File: src/rtl/string_accel_driver_if.sv
// Job, response and Avalon-MM signals between the string accelerator driver and its neighbours.
// master = driver side, slave = job source / response sink / accelerator side.
interface string_accel_driver_if;
   logic        cmd_valid;
   logic        cmd_ready;
   logic [2:0]  cmd_op;
   logic [2:0]  cmd_len;
   logic [31:0] cmd_a;
   logic [31:0] cmd_b;
   logic        rsp_valid;
   logic        rsp_ready;
   logic [31:0] rsp_data;
   logic        rsp_err;
   logic [2:0]  acc_address;
   logic        acc_chipselect;
   logic        acc_write;
   logic        acc_read;
   logic [31:0] acc_writedata;
   logic [31:0] acc_readdata;

   modport master (
      input  cmd_valid, cmd_op, cmd_len, cmd_a, cmd_b, rsp_ready, acc_readdata,
      output cmd_ready, rsp_valid, rsp_data, rsp_err,
      output acc_address, acc_chipselect, acc_write, acc_read, acc_writedata
   );

   modport slave (
      output cmd_valid, cmd_op, cmd_len, cmd_a, cmd_b, rsp_ready, acc_readdata,
      input  cmd_ready, rsp_valid, rsp_data, rsp_err,
      input  acc_address, acc_chipselect, acc_write, acc_read, acc_writedata
   );
endinterface

File: src/rtl/string_accel_driver.sv
// Command sequencer for the String HW Avalon accelerator: one job in, register traffic out, one result back.
// Define STRDRV_TIMEOUT_EN to give up after POLL_MAX unanswered polls and report rsp_err.
module string_accel_driver #(
   parameter int RD_LAT   = 1,
   parameter int POLL_GAP = 4,
   parameter int POLL_MAX = 64
) (
   input  logic                  clk,
   input  logic                  reset,
   string_accel_driver_if.master bus,
   output logic                  busy
);

   // INIT_WR is the cycle in which the post-reset control clear is visible on the bus.
   typedef enum logic [3:0] {
      INIT, INIT_WR, IDLE, WR_A, WR_B, WR_GO, POLL_RD, POLL_WT, POLL_IDLE,
      RES_RD, RES_WT, CLR, RSP
   } state_t;

   localparam logic [1:0] LAT_LAST = 2'(RD_LAT - 1);
   localparam logic [7:0] GAP_LAST = 8'(POLL_GAP - 1);

   state_t      state;
   state_t      stateNext;
   logic [1:0]  latCnt;
   logic [7:0]  gapCnt;
   logic [2:0]  jobOp;
   logic [2:0]  jobLen;
   logic [31:0] jobB;
   logic        acceptJob;
   logic        captureResult;
   logic        timeoutHit;
   logic        wrNext;
   logic        rdNext;
   logic [2:0]  addrNext;
   logic [31:0] dataNext;

`ifdef STRDRV_TIMEOUT_EN
   localparam int POLL_W = $clog2(POLL_MAX + 1);
   localparam logic [POLL_W-1:0] POLL_LIMIT = POLL_W'(POLL_MAX);
   logic [POLL_W-1:0] pollCnt;
`endif

   always_ff @(posedge clk or negedge reset) begin
      if (!reset) state <= INIT;
      else        state <= stateNext;
   end

   always_comb begin
      stateNext     = state;
      acceptJob     = 1'b0;
      captureResult = 1'b0;
      timeoutHit    = 1'b0;
      case (state)
         INIT:    stateNext = INIT_WR;
         INIT_WR: stateNext = IDLE;
         IDLE: begin
            if (bus.cmd_valid && bus.cmd_ready) begin
               acceptJob = 1'b1;
               stateNext = WR_A;
            end
         end
         WR_A:    stateNext = WR_B;
         WR_B:    stateNext = WR_GO;
         WR_GO:   stateNext = POLL_RD;
         POLL_RD: stateNext = POLL_WT;
         POLL_WT: begin
            if (latCnt == LAT_LAST) begin
               if (bus.acc_readdata[0]) begin
                  stateNext = RES_RD;
`ifdef STRDRV_TIMEOUT_EN
               end else if (pollCnt >= POLL_LIMIT) begin
                  timeoutHit = 1'b1;
                  stateNext  = CLR;
`endif
               end else if (POLL_GAP == 0) begin
                  stateNext = POLL_RD;
               end else begin
                  stateNext = POLL_IDLE;
               end
            end
         end
         POLL_IDLE: if (gapCnt == GAP_LAST) stateNext = POLL_RD;
         RES_RD:    stateNext = RES_WT;
         RES_WT: begin
            if (latCnt == LAT_LAST) begin
               captureResult = 1'b1;
               stateNext     = CLR;
            end
         end
         CLR:     stateNext = RSP;
         RSP:     if (bus.rsp_ready) stateNext = IDLE;
         default: stateNext = INIT;
      endcase
   end

   // Bus strobes are decided by the state being entered so they appear, registered, in that state.
   always_comb begin
      wrNext   = 1'b0;
      rdNext   = 1'b0;
      addrNext = 3'd0;
      dataNext = 32'd0;
      case (stateNext)
         INIT_WR: begin wrNext = 1'b1; addrNext = 3'd2; end
         WR_A:    begin wrNext = 1'b1; addrNext = 3'd0; dataNext = bus.cmd_a; end
         WR_B:    begin wrNext = 1'b1; addrNext = 3'd1; dataNext = jobB; end
         WR_GO:   begin wrNext = 1'b1; addrNext = 3'd2; dataNext = {24'd0, jobLen, jobOp, 2'b10}; end
         POLL_RD: begin rdNext = 1'b1; addrNext = 3'd2; end
         RES_RD:  begin rdNext = 1'b1; addrNext = 3'd3; end
         CLR:     begin wrNext = 1'b1; addrNext = 3'd2; dataNext = {24'd0, jobLen, jobOp, 2'b00}; end
         default: ;
      endcase
   end

   always_ff @(posedge clk or negedge reset) begin
      if (!reset) begin
         bus.acc_write      <= 1'b0;
         bus.acc_read       <= 1'b0;
         bus.acc_chipselect <= 1'b0;
         bus.acc_address    <= 3'd0;
         bus.acc_writedata  <= 32'd0;
         bus.cmd_ready      <= 1'b0;
         bus.rsp_valid      <= 1'b0;
         busy               <= 1'b0;
      end else begin
         bus.acc_write      <= wrNext;
         bus.acc_read       <= rdNext;
         bus.acc_chipselect <= wrNext | rdNext;
         bus.acc_address    <= addrNext;
         bus.acc_writedata  <= dataNext;
         bus.cmd_ready      <= (stateNext == IDLE);
         bus.rsp_valid      <= (stateNext == RSP);
         busy               <= (stateNext != IDLE);
      end
   end

   always_ff @(posedge clk or negedge reset) begin
      if (!reset) begin
         jobOp        <= 3'd0;
         jobLen       <= 3'd0;
         jobB         <= 32'd0;
         bus.rsp_data <= 32'd0;
      end else begin
         if (acceptJob) begin
            jobOp  <= bus.cmd_op;
            jobLen <= bus.cmd_len;
            jobB   <= bus.cmd_b;
         end
         if (captureResult) bus.rsp_data <= bus.acc_readdata;
         else if (timeoutHit) bus.rsp_data <= 32'd0;
      end
   end

   // Read-latency and poll-gap counters restart every time their wait state is entered.
   always_ff @(posedge clk or negedge reset) begin
      if (!reset) begin
         latCnt <= 2'd0;
         gapCnt <= 8'd0;
      end else begin
         latCnt <= (state == POLL_WT || state == RES_WT) ? latCnt + 2'd1 : 2'd0;
         gapCnt <= (state == POLL_IDLE) ? gapCnt + 8'd1 : 8'd0;
      end
   end

`ifdef STRDRV_TIMEOUT_EN
   always_ff @(posedge clk or negedge reset) begin
      if (!reset) begin
         pollCnt     <= '0;
         bus.rsp_err <= 1'b0;
      end else begin
         if (state == IDLE) pollCnt <= '0;
         else if (state == POLL_RD && pollCnt != POLL_LIMIT) pollCnt <= pollCnt + 1'b1;
         if (acceptJob) bus.rsp_err <= 1'b0;
         else if (timeoutHit) bus.rsp_err <= 1'b1;
      end
   end
`else
   assign bus.rsp_err = 1'b0;
`endif

endmodule

File: src/flat_wrapper.sv
// flat-port wrapper written by rule: the top's interface ports become plain ports
module string_accel_driver_flat 
#(
   parameter int RD_LAT   = 1,
   parameter int POLL_GAP = 4,
   parameter int POLL_MAX = 64
)
  (clk, reset, busy, bus_cmd_valid, bus_cmd_op, bus_cmd_len, bus_cmd_a, bus_cmd_b, bus_rsp_ready, bus_acc_readdata, bus_cmd_ready, bus_rsp_valid, bus_rsp_data, bus_rsp_err, bus_acc_address, bus_acc_chipselect, bus_acc_write, bus_acc_read, bus_acc_writedata);
  string_accel_driver_if bus_i ();
  input  logic clk;
  input  logic reset;
  output logic busy;
  input wire logic [$bits(bus_i.cmd_valid)-1:0] bus_cmd_valid;
  input wire logic [$bits(bus_i.cmd_op)-1:0] bus_cmd_op;
  input wire logic [$bits(bus_i.cmd_len)-1:0] bus_cmd_len;
  input wire logic [$bits(bus_i.cmd_a)-1:0] bus_cmd_a;
  input wire logic [$bits(bus_i.cmd_b)-1:0] bus_cmd_b;
  input wire logic [$bits(bus_i.rsp_ready)-1:0] bus_rsp_ready;
  input wire logic [$bits(bus_i.acc_readdata)-1:0] bus_acc_readdata;
  output wire logic [$bits(bus_i.cmd_ready)-1:0] bus_cmd_ready;
  output wire logic [$bits(bus_i.rsp_valid)-1:0] bus_rsp_valid;
  output wire logic [$bits(bus_i.rsp_data)-1:0] bus_rsp_data;
  output wire logic [$bits(bus_i.rsp_err)-1:0] bus_rsp_err;
  output wire logic [$bits(bus_i.acc_address)-1:0] bus_acc_address;
  output wire logic [$bits(bus_i.acc_chipselect)-1:0] bus_acc_chipselect;
  output wire logic [$bits(bus_i.acc_write)-1:0] bus_acc_write;
  output wire logic [$bits(bus_i.acc_read)-1:0] bus_acc_read;
  output wire logic [$bits(bus_i.acc_writedata)-1:0] bus_acc_writedata;
  assign bus_i.cmd_valid = bus_cmd_valid;
  assign bus_i.cmd_op = bus_cmd_op;
  assign bus_i.cmd_len = bus_cmd_len;
  assign bus_i.cmd_a = bus_cmd_a;
  assign bus_i.cmd_b = bus_cmd_b;
  assign bus_i.rsp_ready = bus_rsp_ready;
  assign bus_i.acc_readdata = bus_acc_readdata;
  assign bus_cmd_ready = bus_i.cmd_ready;
  assign bus_rsp_valid = bus_i.rsp_valid;
  assign bus_rsp_data = bus_i.rsp_data;
  assign bus_rsp_err = bus_i.rsp_err;
  assign bus_acc_address = bus_i.acc_address;
  assign bus_acc_chipselect = bus_i.acc_chipselect;
  assign bus_acc_write = bus_i.acc_write;
  assign bus_acc_read = bus_i.acc_read;
  assign bus_acc_writedata = bus_i.acc_writedata;
  string_accel_driver #(.RD_LAT(RD_LAT), .POLL_GAP(POLL_GAP), .POLL_MAX(POLL_MAX)) u_core (.clk(clk), .reset(reset), .bus(bus_i), .busy(busy));
endmodule
File: config.mk
export PLATFORM = sky130hd
export DESIGN_NAME = string_accel_driver_flat
export DESIGN_NICKNAME = d
export VERILOG_FILES = /design/src/rtl/string_accel_driver_if.sv /design/src/rtl/string_accel_driver.sv /design/src/flat_wrapper.sv
export SDC_FILE = /design/constraint.sdc
export NUM_CORES = 1
export LEC_CHECK = 0
export ABC_AREA = 1
export BUFFER_PORTS_ARGS = -buffer_cell sky130_fd_sc_hd__buf_4
export CAP_MARGIN = 10
export CORE_MARGIN = 5
export CORE_UTILIZATION = 39
export CTS_CLUSTER_DIAMETER = 80
export DETAILED_ROUTE_END_ITERATION = 12
export PLACE_DENSITY_LB_ADDON = 0.2
export SYNTH_ARGS = -nofsm -noshare
export SYNTH_HDL_FRONTEND = slang
export SYNTH_SLANG_ARGS = --single-unit
File: constraint.sdc
create_clock -name clk -period 1.3 [get_ports clk]
set_input_delay 0.26 -clock clk [delete_from_list [all_inputs] [get_ports clk]]
set_output_delay 0.26 -clock clk [all_outputs]
set_load 0.02 [all_outputs]
==> results by stage, run 1 <==
Detailed routing:
- The vias per cell is 4.65.
- The count of antenna-violating nets left after detailed routing is 0.
- In the routed design, unresolved DRC markers number 0.
- The total iterations of the first detailed-routing run is 4.
- Wires add up to 13000 um.
- Summing over every cut layer, the via total after detailed routing is 4049.
- The number of violations reported at the end of detailed-routing iteration 0 is 162.
- The wire length per cell after detailed routing is 14.9 um.

Worst hold path:
- The worst min-delay path class is input port to flop.
- The path with the worst hold slack has its endpoint at u_core.jobB[28].
- The worst hold path begins at bus_cmd_b[28].
- The worst hold path passes through 3 cells.

Global routing:
- The via count of the first global-routing pass is 4129.
- For met1 alone, demand over resource in global routing was 0.212.
- The maximum number of pins on one net before global-route repair is 38.
- The met2 global-route usage is 0.275.
- The first-pass GRT wire length is 19700 um.
- The initial antenna violation count came to 0.
- Across every metal layer, demand over resource in global routing totals 0.171.
- For met3 alone, demand over resource in global routing was 0.0562.
- After global routing the overflow that remains totals 0.
- The layer carrying the most global-route usage is met2.

Clock network:
- Counting along the longest clock path gives a buffer depth of 2.
- The number of H-tree levels is 4.
- The TritonCTS sink count is 124.
- For the worst-skew pair, the clock arrives at the later sink with an insertion delay of 410 ps.
- The tree is rooted in a sky130_fd_sc_hd__clkbuf_16.
- TritonCTS built the clock tree.
- The number of clock buffers inserted by TritonCTS is 17.
- After clock tree synthesis, the clock-pin slew on the worst setup and hold paths is 60 ps.

Critical path:
- The cell occurring most often along the worst timing path is sky130_fd_sc_hd__nand2_4.
- In this design, the stage delay of the slowest critical-path cell is 450 ps.
- The internal reg-to-reg setup slack is -160 ps.
- At the worst endpoint, the required time is 1590 ps.
- The launch instance of the worst register-to-register path is u_core.state[2].
- The logic depth of the worst register-to-register path is 6.
- The worst reg2reg path endpoint is u_core.bus.rsp_data[15].
- The worst setup path is launched from a flop.
- For the worst setup path, the data arrival time is 1750 ps.
- Of all nets on the critical path, the largest fanout is 20.
- The path type of the worst setup path is flop to flop.
- The kind of end point of the critical path is a flop.
- The signal on the critical path passes through inv_2 > nand2_4 > nor2_4 > nand2_4 > buf_12 > mux2_4.
- The worst-path cell with the longest stage delay is sky130_fd_sc_hd__dfrtp_2.
- The launch point of the critical path is u_core.state[2].

Timing:
- The worst-case clock skew is 7.95 ps.
- Setup repair after global routing could not meet its margin everywhere.
- The final-report hold violation count is 0.
- For this run, the top clock speed supported by timing is just under 700 MHz.
- Hold is met by around 40 ps.
- The setup-violating endpoint count in the final report is 104.
- In the final timing run, aggregate negative setup slack is -9270 ps.
- The minimum setup slack in the final design is -157 ps.
- Dividing the final minimum period by the clock period gives 1.12.
- The number of max-slew violations in the final report is 0.
- The final critical path time including I/O delays and setup is roughly 1500 ps.

Die:
- The die is between 100 and 150 um tall.
- In this run the standard cell core region covers 12500 um^2.
- From left edge to right edge, the die measures 122 um.
- The count of pins on the block boundary is 180.
- The number of placement rows is just over 40.
- For this configuration, the core starts out at a cell density of 0.394.
- The die area is approximately 15000 um^2.

Synthesis:
- The warning count from the yosys run is 0.
- The synthesized area divided by synthesized cell count is 10.6 um^2.
- After synthesis, the netlist uses 25 different library cells.
- The combined area of all synthesized cells is just under 5000 um^2.
- Measured against the total synthesized area, the mux share comes to 0.0733.
- Synthesis produced a netlist whose cell count is about 470.
- The synthesized design contains 124 register bits.
- The largest family of logic cells by synthesized area is simple AND/OR/NAND/NOR gates.
- The compound-gate portion of the synthesized area is 0.0563.
- The simple logic cell fraction of the synthesized area is 0.190.
- For this run, the register share of the synthesized area comes to 0.631.
- The xor and xnor fraction of the mapped netlist area is 0.
- The share of synthesized cell area in full adder, half adder and majority cells is 0.00509.

Final layout:
- Of the cells placed in the final design, the portion with a size suffix greater than 1 is 0.484.
- The net count of the finished layout is between 700 and 800.
- From synthesis to final layout, the design area changed by 55.8%.
- Once layout is complete, the utilization of the core stands at 0.614.
- The antenna cell count is 0.
- The finished cells cover 7650 um^2.

Placement:
- The count of port buffers added during placement is 177.
- The half-perimeter wire length of the detailed placement result is 9330 um.
- Once placement finished, the instance area stood at approximately 6700 um^2.
- Routability-driven placement finished with a final weighted congestion of 0.856.

Power:
- The power density over the cells is roughly 2200 nW/um^2.
- The static power due to leakage is 3.99 nW.
- The total chip power is 17.2 mW.
- The peak supply drop is 1.03 mV.

Outcome:
- The final reports fail on negative setup slack.
- The run finished, with violations left.

Run:
- Max-cap violations in this run came to 0.
[worst max-delay path by stage]
stage                                            to  slack, ps
after floorplan             u_core.bus.rsp_data[14]        -40
after global placement    u_core.bus.acc_chipselect       -130
after detailed placement  u_core.bus.acc_address[1]       -180
after CTS                 u_core.bus.acc_address[1]       -160
after global routing      u_core.bus.acc_address[1]       -240
final                       u_core.bus.rsp_data[15]       -160
[flip-flops by register name, indices dropped and copies added (netlist names), 3 cells and up]
name                      count
u_core.bus.acc_writedata     32
u_core.bus.rsp_data          32
u_core.gapCnt                 8
u_core.jobB                  32
u_core.jobLen                 3
u_core.jobOp                  3
u_core.state                  4
[critical path, delay by kind of cell (launching register included)]
family / cells / cell delay [ps]
buffers and inverters: 2 / 280
flip-flops: 1 / 450
multiplexers: 1 / 300
AND/OR/NAND/NOR: 3 / 300
[area by class of cell]
cell class	count	area [um^2]
clock buffers	21	470
clock inverters	11	165
fillers	1047	4810
inverters	24	103
multi-input cells	299	1780
flip-flops and latches	124	3110
well taps	172	215
repair buffers	219	1820
[cell usage after synthesis (all sizes together)]
cell type  number  area, um^2
buf            18         116
nand2         175         674
o21ai           5        25.0
a21oi           5        25.0
nand4           3        18.8
nand3          18        95.1
nor2           28         128
inv            24        90.1
o211ai          1        7.51
ha              2        25.0
a22o           25         219
clkbuf          1        3.75
conb            1        3.75
dfrtp         124        3100
nor3            3        20.0
mux2           32         360
[logic make-up after synthesis]
family | Yosys count
flops | 124
mux | 32
simple gates | 227
compound gates | 36
buf+inv | 43
other cells | 1
fa+ha+maj | 2
[timing repair]
item,4_1_cts,5_1_grt
buffers inserted,3,7
hold endpoints to repair,17,0
setup endpoints to repair,111,113
resized for setup,9,55
gates cloned,1,1
pin swaps,7,14
hold buffers,1,0
[layout by cell type (no fill, tap or decap), types with 4 or more instances in the layout]
cell / count
sky130_fd_sc_hd__buf_4: 204
sky130_fd_sc_hd__nand2_1: 159
sky130_fd_sc_hd__dfrtp_1: 120
sky130_fd_sc_hd__mux2_2: 28
sky130_fd_sc_hd__a22o_1: 25
sky130_fd_sc_hd__clkbuf_16: 18
sky130_fd_sc_hd__nor2_1: 13
sky130_fd_sc_hd__inv_1: 12
sky130_fd_sc_hd__nand3_1: 12
sky130_fd_sc_hd__inv_2: 11
sky130_fd_sc_hd__nand2_2: 11
sky130_fd_sc_hd__buf_12: 10
sky130_fd_sc_hd__nor2_2: 8
sky130_fd_sc_hd__nor2_4: 7
sky130_fd_sc_hd__nand2_4: 5
sky130_fd_sc_hd__nand3_2: 5
sky130_fd_sc_hd__a21oi_1: 5
sky130_fd_sc_hd__mux2_4: 4
sky130_fd_sc_hd__bufinv_16: 4
sky130_fd_sc_hd__clkinv_2: 4
sky130_fd_sc_hd__dfrtp_2: 4
[report_power, final]
group	leakage (nW)	internal, mW	switching, mW	total [mW]
clock network	0.313	3.35	1.64	4.99
registers	1.58	5.35	0.784	6.14
logic	2.09	2.82	3.23	6.05
[layer usage]
layer	routed length [um]	vias to the layer above
met5	0	-
met4	235	0
met3	1020	20
met2	6370	150
met1	5330	1936
li1	-	1943
[through the flow]
| step | setup slack [ps] | std cells |
|---|---|---|
| floorplan | -43.7 | 466 |
| global placement | -129 | 827 |
| detailed placement | -178 | 827 |
| CTS | -162 | 864 |
| global route | -240 | 870 |
| finish | -157 | 870 |
Note: power is estimated with default switching activity, not from simulation.
==> run 2, diff against run 1 <==
==> constraint.sdc (replaced) <==
create_clock -name clk -period 1.5 [get_ports clk]
set_input_delay 0.3 -clock clk [delete_from_list [all_inputs] [get_ports clk]]
set_output_delay 0.3 -clock clk [all_outputs]
set_load 0.02 [all_outputs]
==> results by stage, run 2 (synthesis gave the netlist of run 1 again) <==
Power:
- The net switching fraction of the power is 0.328 (-0.000833).
- The combinational cell fraction of total power is 0.355 (+0.003).
- The clock network fraction of design power came to 0.278 (-0.013).
- The sequential fraction of design power is 0.367 (+0.010).
- The static power due to leakage was 3.86 nW (-3.2%).
- The peak supply drop is 0.908 mV (-12%).
- The power density over the cells came to 1950 nW/um^2 (-13%).
- The total internal power is 9.73 mW (-16%).
- The net switching power of the design is 4.75 mW (-16%).

Placement:
- The worst slack after detailed placement came to -54.5 ps (+124 ps).
- The count of port buffers added during placement was 177 (unchanged).
- The weighted congestion reported at the end of routability-driven placement is 0.825 (-3.7%).
- The half-perimeter wire length of the detailed placement result is 8620 um (-7.6%).

Worst hold path:
- The worst min-delay path class is input port to flop.

Final layout:
- In the final layout, the registers with the most flip-flops are u_core.bus.acc_writedata x32, u_core.bus.rsp_data x32, u_core.jobB x32.
- The share of layout cells above drive strength 1 is 0.449 (-0.0356).
- The net count of the finished layout is 779 (-1.8%).
- Leaving out fill and tap cells, the most frequent cell in the layout is sky130_fd_sc_hd__buf_4.
- The antenna cell count was 0 (unchanged).
- Compared with the post-synthesis result, the final layout area differs by 50.7%.
- The number of fill cells in the layout is 1085 (+3.6%).
- The library cells used most frequently in the layout, excluding fill and tap cells, are sky130_fd_sc_hd__buf_4, sky130_fd_sc_hd__nand2_1, sky130_fd_sc_hd__dfrtp_1.

Global routing:
- The remaining global-route overflow is 0 (unchanged).
- The global routing usage summed across all routing layers is 0.162 (-0.00905).
- The first-pass GRT wire length is 18600 um (-5.4%).
- The initial antenna violation count is 0 (unchanged).
- The maximum number of pins on one net before global-route repair came to 69 (+82%).
- The via count of the first global-routing pass is 3926 (-4.9%).

Detailed routing:
- The wire length per cell after detailed routing is 14.8 um (-0.72%).
- The total detailed-routing wirelength is 12600 um (-2.5%).
- The total via count after detailed routing was 3942 (-2.6%).
- The number of violations reported at the end of detailed-routing iteration 0 is 157 (-3.1%).
- The count of antenna-violating nets left after detailed routing is 0 (unchanged).
- The number of remaining DRC errors came to 0 (unchanged).
- The total iterations of the first detailed-routing run is 4 (unchanged).
- The vias per cell is 4.62 (-0.82%).

Critical path:
- The logic depth of the worst register-to-register path was 8 (+2).
- The critical path starts at u_core.state[0].
- The launch instance of the worst register-to-register path is u_core.state[0].
- The biggest fanout along the worst timing path is 4 (-80%).
- The startpoint type of the worst setup path is a flop.
- The path type of the worst setup path is flop to flop.
- In this run the critical register-to-register path is captured at u_core.bus.acc_read.
- The data arrival time of the critical path is 1760 ps (about the same).
- The internal reg-to-reg setup slack came to 20 ps (+180 ps).
- The kind of end point of the critical path is a flop.
- The required time of the worst setup path was 1790 ps (+200 ps).
- In this run the worst setup path terminates at u_core.bus.acc_read.

Clock network:
- The clock latency at the later pin of the worst-skew pair was 400 ps (about the same).
- The CTS clock-pin slew for the worst setup and hold paths came to 50 ps (about the same).
- TritonCTS built the clock tree.
- The maximum root-to-sink buffer count is 2 (unchanged).
- The master cell of the clock root buffer is sky130_fd_sc_hd__clkbuf_16.
- The TritonCTS sink count is 124 (unchanged).
- The number of clock buffers inserted by TritonCTS is 17 (unchanged).
- The number of H-tree levels is 4 (unchanged).

Timing:
- The share of the clock period used by the worst path was 0.986 (-0.135).
- The minimum setup slack in the final design is 21.4 ps (+179 ps).
- The worst-case clock skew is 7.59 ps (-0.363 ps).
- The worst hold-check slack is 90.9 ps (+50.9 ps).
- The top achievable clock speed came to 676 MHz (-1.4%).
- The setup-violating endpoint count in the final report was 0 (-100%).
- The final-report hold violation count was 0 (unchanged).
- Setup repair after global routing could not meet its margin everywhere.
- The final critical path time including I/O delays and setup was 1480 ps (+21.1 ps).
- The number of max-slew violations in the final report is 0 (unchanged).

Run:
- The number of maximum-capacitance violations is 0 (unchanged).

Die:
- The number of placement rows was 41 (unchanged).
- The area inside the core boundary came to 12500 um^2 (unchanged).
- The count of pins on the block boundary is 180 (unchanged).
- The die area was 14900 um^2 (unchanged).
- The y dimension of the die is 122 um (unchanged).
- The starting utilization of the core area came to 0.394 (unchanged).
- The die width is 122 um (unchanged).

Outcome:
- The run finished with clean final reports.
## run 2: cell types whose count changed in the layout (fill, tap and decap cells not counted), moves of 3 or more
cell,before,now
sky130_fd_sc_hd__buf_6,2,5
sky130_fd_sc_hd__mux2_1,0,4
sky130_fd_sc_hd__buf_4,204,190
sky130_fd_sc_hd__buf_12,10,6
sky130_fd_sc_hd__inv_1,12,17
sky130_fd_sc_hd__mux2_4,4,0
sky130_fd_sc_hd__nor2_4,7,4
sky130_fd_sc_hd__inv_2,11,5
sky130_fd_sc_hd__nor2_1,13,16
## run 2: worst max-delay path, cell delays in order (launching register included)
cell                      delay [ps]
sky130_fd_sc_hd__dfrtp_2         440
sky130_fd_sc_hd__nor2_4          180
sky130_fd_sc_hd__inv_2            80
sky130_fd_sc_hd__nor2_4          130
sky130_fd_sc_hd__nand3_2         120
sky130_fd_sc_hd__nand4_1         150
sky130_fd_sc_hd__nor2_1           60
sky130_fd_sc_hd__nand2_2         120
sky130_fd_sc_hd__nand2_1          80
## run 2: power groups by stage
stage	sequential, mW	clock [mW]	combinational (mW)
2_1_floorplan	6.10	0	1.81
3_3_place_gp	5.29	0	4.59
3_5_place_dp	5.34	0	4.71
4_1_cts	5.30	4.14	4.82
5_1_grt	5.46	4.29	5.58
6_report	5.32	4.03	5.13
## run 2: metal layers
metal | up-vias | track usage | part of all wire
met5 | - | 0 | 0
met4 | 0 | 0.0658 | 0.016
met3 | 15 | 0.0645 | 0.092
met2 | 148 | 0.245 | 0.47
met1 | 1862 | 0.208 | 0.43
li1 | 1917 | - | -
## run 2: what timing repair did
item / CTS / global route
pin swaps: 7 / 21
setup endpoints to repair: 5 / 102
setup buffers: 4 / 4
endpoints found under the hold margin: 124 / 0
hold buffers: 1 / 0
gates resized for setup: 12 / 35
gates cloned: 0 / 4
## run 2: through the flow
| step | utilization | std cells | instance area [um^2] | total power [mW] | setup TNS (ps) |
|---|---|---|---|---|---|
| floorplan | - | 466 | 4920 | 7.90 | 0 |
| global placement | 0.524 | 811 | 6530 | 9.87 | 0 |
| detailed placement | 0.524 | 811 | 6530 | 10.0 | -151 |
| CTS | 0.576 | 846 | 7180 | 14.3 | -14.4 |
| global route | 0.594 | 854 | 7410 | 15.3 | -480 |
| finish | 0.594 | 854 | 7410 | 14.5 | 0 |
## run 2: layout make-up
type | instances | area, um^2 | share of cell area
Clock buffer | 22 | 464 | 0.0627
Clock inverter | 8 | 118 | 0.0159
Inverter | 24 | 97.6 | 0.0132
Multi-Input combinational cell | 299 | 1720 | 0.232
Sequential cell | 124 | 3110 | 0.420
Tap cell | 172 | 215 | 0.0290
Timing Repair Buffer | 205 | 1690 | 0.228
## run 2: how the worst min path moves through the flow
| stage | to | start | depth (start not counted) | slack, ps |
|---|---|---|---|---|
| 2_1_floorplan | u_core.bus.acc_address[0] | reset | 0 | 4 |
| 4_1_cts | u_core.jobB[29] | bus_cmd_b[29] | 3 | 70 |
| 6_report | u_core.jobB[26] | bus_cmd_b[26] | 3 | 90 |
| 3_5_place_dp | u_core.bus.rsp_data[18] | reset | 1 | 120 |
| 5_1_grt | u_core.jobB[29] | bus_cmd_b[29] | 3 | 70 |
| 3_3_place_gp | u_core.bus.rsp_data[14] | reset | 1 | 120 |
==> run 3, diff against run 2 <==
--- a/config.mk
+++ b/config.mk
@@ -6,7 +6,7 @@
 export NUM_CORES = 1
 export LEC_CHECK = 0
 export ABC_AREA = 1
-export BUFFER_PORTS_ARGS = -buffer_cell sky130_fd_sc_hd__buf_4
+export BUFFER_PORTS_ARGS = -buffer_cell sky130_fd_sc_hd__buf_2
 export CAP_MARGIN = 10
 export CORE_MARGIN = 5
 export CORE_UTILIZATION = 39
==> results by stage, run 3 (synthesis gave the netlist of run 1 again) <==
Placement:
- The count of port buffers added during placement is 177 (unchanged).
- The weighted congestion reported at the end of routability-driven placement was 0.866 (+5.0%).
- The cell area after placement is 6100 um^2 (-6.6%).
- The half-perimeter wire length of the detailed placement result is 8280 um (-3.9%).

Final layout:
- Leaving out fill and tap cells, the most frequent cell in the layout is sky130_fd_sc_hd__buf_2.
- The net count of the finished layout is 777 (-0.26%).
- The largest registers in the layout are u_core.bus.acc_writedata x32, u_core.bus.rsp_data x32, u_core.jobB x32.
- The number of fill cells in the layout is 1109 (+2.2%).
- The post-layout instance area was 6880 um^2 (-7.2%).
- Compared with the post-synthesis result, the final layout area differs by 39.9%.
- The fraction of the core area covered by cells at the end of the flow is 0.552 (-0.0428).
- The antenna cell count is 0 (unchanged).
- In the layout the commonest cells are sky130_fd_sc_hd__buf_2, sky130_fd_sc_hd__nand2_1, sky130_fd_sc_hd__dfrtp_1.
- The share of layout cells above drive strength 1 is 0.434 (-0.0149).

Detailed routing:
- The total iterations of the first detailed-routing run was 4 (unchanged).
- The number of remaining DRC errors is 0 (unchanged).
- The total detailed-routing wirelength was 11900 um (-6.1%).
- The wire length per cell after detailed routing is 13.9 um (-5.9%).
- The vias per cell came to 4.58 (-0.86%).
- The total via count after detailed routing is 3899 (-1.1%).
- The count of antenna-violating nets left after detailed routing is 0 (unchanged).
- The number of violations reported at the end of detailed-routing iteration 0 is 112 (-29%).

Run:
- The number of maximum-capacitance violations is 0 (unchanged).

Critical path:
- The required time of the worst setup path is 1780 ps (about the same).
- The kind of end point of the critical path is a flop.
- The data arrival time of the critical path was 1760 ps (about the same).
- The path type of the worst setup path is flop to flop.
- The startpoint type of the worst setup path is a flop.
- The biggest fanout along the worst timing path is 8 (+4).

Clock network:
- The CTS clock-pin slew for the worst setup and hold paths is 50 ps (about the same).
- The master cell of the clock root buffer is sky130_fd_sc_hd__clkbuf_16.
- The number of clock buffers inserted by TritonCTS is 17 (unchanged).
- The number of H-tree levels was 4 (unchanged).
- The maximum root-to-sink buffer count is 2 (unchanged).
- The TritonCTS sink count came to 124 (unchanged).
- TritonCTS built the clock tree.
- The clock latency at the later pin of the worst-skew pair is 400 ps (about the same).

Global routing:
- The global routing usage summed across all routing layers is 0.160 (-0.00168).
- The initial antenna violation count is 0 (unchanged).
- The remaining global-route overflow is 0 (unchanged).
- The maximum number of pins on one net before global-route repair was 66 (-4.3%).
- The via count of the first global-routing pass is 3983 (+1.5%).
- The first-pass GRT wire length is 18800 um (+0.85%).

Power:
- The static power due to leakage is 3.74 nW (-3.2%).
- The peak supply drop is 0.827 mV (-8.9%).
- The power density over the cells is 1990 nW/um^2 (+1.6%).

Die:
- The y dimension of the die came to 122 um (unchanged).
- The die width is 122 um (unchanged).
- The count of pins on the block boundary is 180 (unchanged).
- The number of placement rows is 41 (unchanged).
- The area inside the core boundary is 12500 um^2 (unchanged).
- The starting utilization of the core area was 0.394 (unchanged).
- The die area is 14900 um^2 (unchanged).

Timing:
- The worst-case clock skew is 4.46 ps (-3.13 ps).
- The number of max-slew violations in the final report was 0 (unchanged).
- The final critical path time including I/O delays and setup is 1480 ps (+0.189 ps).
- The share of the clock period used by the worst path came to 0.986 (about the same).
- The setup-violating endpoint count in the final report is 0 (unchanged).
- The final-report hold violation count came to 0 (unchanged).
- The top achievable clock speed came to 676 MHz (about the same).
- Setup repair after global routing could not meet its margin everywhere.

Outcome:
- The run finished with clean final reports.

Worst hold path:
- The path class of the tightest hold or removal check is input port to flop.
-- run 3: cell count changes in the layout (fill, tap and decap cells not counted), moves of 2 or more --
| cell | delta |
|---|---|
| sky130_fd_sc_hd__nand3_2 | -3 |
| sky130_fd_sc_hd__clkbuf_8 | +2 |
| sky130_fd_sc_hd__mux2_4 | +4 |
| sky130_fd_sc_hd__buf_6 | -3 |
| sky130_fd_sc_hd__nor2_1 | +7 |
| sky130_fd_sc_hd__buf_4 | -174 |
| sky130_fd_sc_hd__nand2_2 | -2 |
| sky130_fd_sc_hd__nor2_2 | -7 |
| sky130_fd_sc_hd__inv_2 | +2 |
| sky130_fd_sc_hd__nand2_1 | +3 |
| sky130_fd_sc_hd__mux2_1 | -4 |
| sky130_fd_sc_hd__buf_2 | +176 |
| sky130_fd_sc_hd__nand3_1 | +3 |
-- run 3: what timing repair did --
action | 4_1_cts | 5_1_grt
gates cloned | 0 | 3
hold buffers | 1 | 0
endpoints found under the setup margin | 24 | 72
gates resized for setup | 8 | 24
endpoints found under the hold margin | 124 | 0
pin swaps | 3 | 6
buffers inserted | 1 | 3
-- run 3: power breakdown --
part	internal, mW	total [mW]	switching [mW]
logic	1.86	4.42	2.56
clock network	2.59	3.95	1.35
registers	4.64	5.29	0.654
-- run 3: area by class of cell --
cell class | instances | area, um^2 | area share
tap | 172 | 215 | 0.0313
clock inverter | 7 | 88.8 | 0.0129
sequential | 124 | 3110 | 0.452
multi-input combinational | 299 | 1690 | 0.245
timing repair buffer | 203 | 1200 | 0.174
inverter | 24 | 90.1 | 0.0131
clock buffer | 23 | 488 | 0.0710
-- run 3: final timing paths --
kind / start / end / slack [ps] / cells after the start
worst min-delay path: bus_cmd_b[29] / u_core.jobB[29] / 90 / 3
worst min register to register: u_core.latCnt[0] / u_core.latCnt[0] / 430 / 1
worst max register to register: u_core.state[0] / u_core.bus.rsp_data[23] / 20 / 6
min in group asynchronous: reset / u_core.bus.rsp_data[15] / 260 / 2
max in group asynchronous: reset / u_core.jobB[21] / 700 / 3
worst max-delay path: u_core.state[0] / u_core.bus.rsp_data[23] / 20 / 6
-- run 3: layer usage --
metal	GRT usage	vias to the layer above	routed length, um
met1	0.208	1825	5110
met4	0.0665	0	227
met5	0	-	0
li1	-	1903	-
met2	0.242	151	5400
met3	0.0594	20	1120
-- run 3: through the flow --
stage	hold WS [ps]	setup WS (ps)	std cells	setup TNS (ps)	total power [mW]
after floorplan	4.41	118	466	0	7.90
after global placement	125	-42.2	814	-135	9.47
after detailed placement	124	-37.3	814	-149	9.55
after CTS	61.9	6.90	846	0	13.6
after global routing	81.7	-81.5	852	-557	14.6
final	89.5	21.2	852	0	13.7
-- run 3: critical path: stages, from the launching register on --
cell	delay [ps]
sky130_fd_sc_hd__dfrtp_2	450
sky130_fd_sc_hd__inv_2	100
sky130_fd_sc_hd__nand2_4	70
sky130_fd_sc_hd__nor2_4	140
sky130_fd_sc_hd__nand2_4	130
sky130_fd_sc_hd__buf_12	180
sky130_fd_sc_hd__mux2_4	290
